## src/rtl/seq_pkg.sv

```systemverilog
`default_nettype none
// ============================================================================
// seq_pkg : shared types for the "111" run logger (FSM states, record layout)
// Rev 1.0
// ============================================================================
package seq_pkg;

    localparam int LEN_W_DEF = 8;
    localparam int TS_W_DEF  = 16;

    typedef enum logic [0:0] {
        ST_IDLE = 1'b0,
        ST_RUN  = 1'b1
    } state_t;

    // Record layout at the default field widths; len sits above ts when packed.
    typedef struct packed {
        logic [LEN_W_DEF-1:0] len;
        logic [TS_W_DEF-1:0]  ts;
    } rec_t;

endpackage
`default_nettype wire

```

## src/rtl/seq_rec_fifo.sv

```systemverilog
`default_nettype none
// ============================================================================
// seq_rec_fifo : show-ahead synchronous record FIFO, DEPTH x W
// Rev 1.0
// ============================================================================
module seq_rec_fifo #(
    parameter int W     = 24,
    parameter int DEPTH = 4
) (
    input  logic         clk,
    input  logic         rst,
    input  logic         clr,
    input  logic         push,
    input  logic         pop,
    input  logic [W-1:0] din,
    output logic         full,
    output logic         empty,
    output logic [W-1:0] dout
);

    localparam int AW = $clog2(DEPTH);
    localparam logic [AW:0] c_depth = (AW+1)'(DEPTH);

    logic [W-1:0]  r_mem [DEPTH];
    logic [AW-1:0] r_wptr;
    logic [AW-1:0] r_rptr;
    logic [AW:0]   r_count;
    logic          w_pop_ok;
    logic          w_push_ok;

    assign empty     = (r_count == '0);
    assign full      = (r_count == c_depth);
    assign w_pop_ok  = pop & ~empty;
    // A pop in the same cycle frees the slot, so a push into a full FIFO still lands.
    assign w_push_ok = push & (~full | w_pop_ok);
    assign dout      = empty ? '0 : r_mem[r_rptr];

    always_ff @(posedge clk or negedge rst) begin
        if (!rst) begin
            r_wptr  <= '0;
            r_rptr  <= '0;
            r_count <= '0;
        end else if (clr) begin
            r_wptr  <= '0;
            r_rptr  <= '0;
            r_count <= '0;
        end else begin
            if (w_push_ok) r_wptr <= r_wptr + AW'(1);
            if (w_pop_ok)  r_rptr <= r_rptr + AW'(1);
            case ({w_push_ok, w_pop_ok})
                2'b10:   r_count <= r_count + (AW+1)'(1);
                2'b01:   r_count <= r_count - (AW+1)'(1);
                default: r_count <= r_count;
            endcase
        end
    end

    always_ff @(posedge clk) begin
        if (w_push_ok) r_mem[r_wptr] <= din;
    end

endmodule
`default_nettype wire

```

## src/rtl/seq_run_logger.sv

```systemverilog
`default_nettype none
// ============================================================================
// seq_run_logger : groups consecutive detector matches into runs and queues
//                  one {length, start timestamp} record per finished run
// Rev 1.0
// ============================================================================
module seq_run_logger
    import seq_pkg::*;
#(
    parameter int LEN_W = LEN_W_DEF,
    parameter int TS_W  = TS_W_DEF,
    parameter int CNT_W = 16,
    parameter int DEPTH = 4
) (
    input  logic             clk,
    input  logic             rst,
    input  logic             clr,
    input  logic             bit_vld,
    input  logic             det_in,
    output logic             rec_vld,
    input  logic             rec_rdy,
    output logic [LEN_W-1:0] rec_len,
    output logic [TS_W-1:0]  rec_ts,
    output logic [CNT_W-1:0] total,
    output logic             busy,
    output logic             ovf
);

    typedef struct packed {
        logic [LEN_W-1:0] len;
        logic [TS_W-1:0]  ts;
    } rec_w_t;

    state_t           r_state;
    state_t           w_state_nxt;
    logic [TS_W-1:0]  r_ts;
    logic [TS_W-1:0]  r_start_ts;
    logic [LEN_W-1:0] r_run_len;
    logic [CNT_W-1:0] r_total;
    logic             r_ovf;
    logic             w_hit;
    logic             w_push;
    logic             w_full;
    logic             w_empty;
    rec_w_t           w_din;
    rec_w_t           w_dout;

    assign w_hit = bit_vld & det_in;

    always_comb begin
        w_state_nxt = r_state;
        w_push      = 1'b0;
        case (r_state)
            ST_IDLE: if (w_hit) w_state_nxt = ST_RUN;
            ST_RUN: begin
                if (bit_vld && !det_in) begin
                    w_push      = 1'b1;
                    w_state_nxt = ST_IDLE;
                end
            end
            default: w_state_nxt = ST_IDLE;
        endcase
    end

    always_ff @(posedge clk or negedge rst) begin
        if (!rst) begin
            r_state    <= ST_IDLE;
            r_ts       <= '0;
            r_start_ts <= '0;
            r_run_len  <= '0;
            r_total    <= '0;
            r_ovf      <= 1'b0;
        end else if (clr) begin
            r_state    <= ST_IDLE;
            r_ts       <= '0;
            r_start_ts <= '0;
            r_run_len  <= '0;
            r_total    <= '0;
            r_ovf      <= 1'b0;
        end else begin
            r_state <= w_state_nxt;
            if (bit_vld) r_ts <= r_ts + TS_W'(1);
            if (w_hit) begin
                if (r_state == ST_IDLE) begin
                    r_run_len  <= LEN_W'(1);
                    r_start_ts <= r_ts;
                end else if (r_run_len != '1) begin
                    r_run_len  <= r_run_len + LEN_W'(1);
                end
                if (r_total != '1) r_total <= r_total + CNT_W'(1);
            end
            // A full FIFO only drops when the consumer is not popping this cycle.
            if (w_push && w_full && !rec_rdy) r_ovf <= 1'b1;
        end
    end

    assign w_din.len = r_run_len;
    assign w_din.ts  = r_start_ts;

    seq_rec_fifo #(
        .W     (LEN_W + TS_W),
        .DEPTH (DEPTH)
    ) u_fifo (
        .clk   (clk),
        .rst   (rst),
        .clr   (clr),
        .push  (w_push),
        .pop   (rec_rdy),
        .din   (w_din),
        .full  (w_full),
        .empty (w_empty),
        .dout  (w_dout)
    );

    assign rec_vld = ~w_empty;
    assign rec_len = w_dout.len;
    assign rec_ts  = w_dout.ts;
    assign total   = r_total;
    assign busy    = (r_state == ST_RUN);
    assign ovf     = r_ovf;

endmodule
`default_nettype wire

```

## config.mk

```make
export PLATFORM = sky130hd
export DESIGN_NAME = seq_run_logger
export DESIGN_NICKNAME = d
export VERILOG_FILES = /design/src/rtl/seq_pkg.sv /design/src/rtl/seq_rec_fifo.sv /design/src/rtl/seq_run_logger.sv
export SDC_FILE = /design/constraint.sdc
export NUM_CORES = 1
export LEC_CHECK = 0
export CORE_MARGIN = 10
export CORE_UTILIZATION = 35
export DETAILED_ROUTE_END_ITERATION = 12
export PLACE_DENSITY = 0.57
export SYNTH_ARGS = -nofsm -noshare
export SYNTH_HDL_FRONTEND = slang
export SYNTH_SLANG_ARGS = --single-unit
```

## constraint.sdc

```tcl
create_clock -name clk -period 4.6 [get_ports clk]
set_input_delay 0.92 -clock clk [delete_from_list [all_inputs] [get_ports clk]]
set_output_delay 0.92 -clock clk [all_outputs]
set_load 0.01 [all_outputs]
```

==> results.toml <==
[yosys]
syn-num-nets = 513
synth_flop_cell = "edfxtp_1"
synth_area_sq_um = 6950
synth_warnings = 0
synth-seq-cells = 161
synth_seq_area_share = 0.649
syn_area_per_cell_sq_um = 13.9
async_flop_share = 0.404
synth_edf_count = 96
ys_types = 51
synthCells = 499

[power_and_ir_drop]
finalPower_mw = 2.89
p_comb_frac = 0.030
p_seq_frac = 0.533
swShare = 0.205
power.internal_mw = 2.29
p_leak_nw = 2.95
p_per_area_nw_per_um2 = 349
p_sw_uw = 591
ir_worst_vdd_uv = 262
p_clk_frac = 0.437

[job]
cap_violations = 0

[cts]
cts.path.max_buffers = 2
cts_setup_buffers = 0
ctsHoldBuffers = 0
root_buffer = "clkbuf_16"
insertion_delay_ns = 0.42
cts_tree = "yes"
cts.repair.resized = 0
h-tree-depth = 4
clk_pin_slew_ns = 0.06
clock_sinks = 161
cts_buffers = 17

[global_route]
grt_pass1_wl_mm = 22.7
antenna_found_initial = 0
grt_usage = 0.109
overflow = 0
grt_pass1_vias = 4344
grt_max_degree = 54

[routing]
first_pass_iters = 6
drtIter0Drc = 264
num_vias = 4298
ant_nets = 0
route.detailed.drc = 0
routed_wl_mm = 13.6
vias_per_cell = 5.18
wl_per_cell_um = 16.4

[die]
initial_core_util = 0.356
die_w_um = 161
coreArea_sq_um = 19500
dieArea_sq_um = 25900
die_y_um = 161
boundaryPins = 49
fp-row-count = 51

[setup_path]
start_kind = "flip-flop"
r2r_start = "busy"
r2r_cells = 6
cp.required_ns = 3.68
crit_arrival_ns = 2.44
endpoint_kind = "output pin"
worstPathMaxFanout = 26
worstReg2RegEnd = "u_fifo.r_count[2]"
crit_type = "reg -> out"
rrSetupSlack_ns = 2.24

[min_path]
min_from = "r_ts[15]"
holdPathEnd = "r_start_ts[15]"
whs_path_depth = 1
min_path_type = "reg -> reg"

[timing]
hold_violations = 0
setup-tns-final_ns = 0
setup_viol = 0
clock_skew_ns = 0.00804
period_share = 0.731
period_needed_ns = 3.36
final-max-slew-violation-count = 0
rsz0062_at_grt = "no"
worst-slew-pin-transition_ns = 0.788
worst_slack_ns = 1.24
fmax_mhz = 297
relSlewSlack = 0.474

[place]
pre_cts_ws_ns = 1.29
dp.final_hpwl_mm = 8.87
gp_congestion = 0.822
port_buffers = 48

[layout]
layout.nets = 566
fin_util = 0.423
drive_above_1_share = 0.119
final_cell_mix = "96 x edfxtp_1, 65 x dfrtp_1, 46 x clkdlybuf4s50_1"
layout_commonest_cell = "edfxtp_1"
num_antenna_cells = 0
area_delta_synth_final_pct = 18.8

[outcome]
status = "finished, final reports clean"
## registers in the layout, indices dropped and copies added, names as in the netlist
name,count
r_start_ts,16
u_fifo.r_wptr,2
total,16
u_fifo.r_rptr,2
u_fifo.r_mem,96
busy,1
ovf,1
r_run_len,8
r_ts,16
u_fifo.r_count,3
## kinds of logic (layout without fill, tap and decap cells)
| family | after synthesis | count (layout) | synth area share |
|---|---|---|---|
| AO/OA/AOI/OAI | 82 | 82 | 0.0787 |
| XOR/XNOR | 13 | 13 | 0.0164 |
| adder cells (fa/ha/maj) | 8 | 8 | 0.0155 |
| buffers and inverters | 37 | 102 | 0.0216 |
| flip-flops | 161 | 161 | 0.649 |
| multiplexers | 26 | 26 | 0.0806 |
| AND/OR/NAND/NOR | 172 | 172 | 0.139 |
## area by class of cell
type | instances | area [sq um]
Inverter | 11 | 41.3
Clock buffer | 19 | 433
Multi-Input combinational cell | 301 | 2290
Fill cell | 1774 | 11300
Clock inverter | 12 | 92.6
Tap cell | 265 | 332
Timing Repair Buffer | 60 | 561
Sequential cell | 161 | 4510
## cell usage after synthesis (5+ instances only)
| master | count | area (sq um) |
|---|---|---|
| a21oi_1 | 25 | 125 |
| a22o_1 | 16 | 140 |
| a31oi_1 | 5 | 31.3 |
| and2_1 | 30 | 188 |
| and3_1 | 5 | 31.3 |
| buf_2 | 6 | 30.0 |
| clkbuf_1 | 16 | 60.1 |
| dfrtp_1 | 65 | 1630 |
| edfxtp_1 | 96 | 2880 |
| ha_1 | 7 | 87.6 |
| inv_1 | 11 | 41.3 |
| mux4_2 | 24 | 541 |
| nand2_1 | 24 | 90.1 |
| nand3_1 | 16 | 80.1 |
| nand4_1 | 9 | 56.3 |
| nor2_1 | 28 | 105 |
| nor3_1 | 14 | 70.1 |
| nor4_1 | 5 | 31.3 |
| o21ai_0 | 11 | 55.1 |
| o31ai_1 | 12 | 90.1 |
| or3_1 | 9 | 56.3 |
| or4_1 | 14 | 105 |
| xnor2_1 | 8 | 70.1 |
| xor2_1 | 5 | 43.8 |
## layer usage
| layer | track usage | vias to the layer above | wire length [um] |
|---|---|---|---|
| li1 | - | 2036 | - |
| met1 | 0.140 | 2153 | 6620 |
| met2 | 0.169 | 94 | 6250 |
| met3 | 0.0355 | 15 | 616 |
| met4 | 0.0352 | 0 | 119 |
| met5 | 0 | - | 0 |
## critical path, stage by stage (launching register included)
cell and delay [ns]:
dfrtp_1 0.32, buf_4 0.44, mux4_2 0.60, and2_1 0.17, clkdlybuf4s50_1 0.48
## worst max path at each step
| stage | from | endpoint | cells past startpoint |
|---|---|---|---|
| finish | u_fifo.r_rptr[0] | rec_len[4] | 4 |
| global route | u_fifo.r_count[0] | rec_len[7] | 4 |
| CTS | u_fifo.r_rptr[0] | rec_ts[0] | 4 |
| detailed placement | bit_vld | u_fifo.r_count[2] | 8 |
| global placement | bit_vld | u_fifo.r_count[2] | 8 |
| floorplan | det_in | u_fifo.r_count[2] | 6 |
## per-stage QoR
stage	std cells	hold WS [ns]	instance area, sq um
after global placement	798	0.498	7730
after global routing	829	0.547	8260
after CTS	829	0.523	8260
final	829	0.525	8260
after floorplan	499	0.476	6950
after detailed placement	798	0.510	7730
## power groups by stage
stage | combinational [mW] | sequential, mW | clock (mW)
floorplan | 0.0503 | 1.56 | 0
finish | 0.0865 | 1.54 | 1.26
CTS | 0.0897 | 1.54 | 1.29
global route | 0.0985 | 1.54 | 1.36
detailed placement | 0.0895 | 1.57 | 0
global placement | 0.0875 | 1.57 | 0
Note: power is estimated with default switching activity, not from simulation.
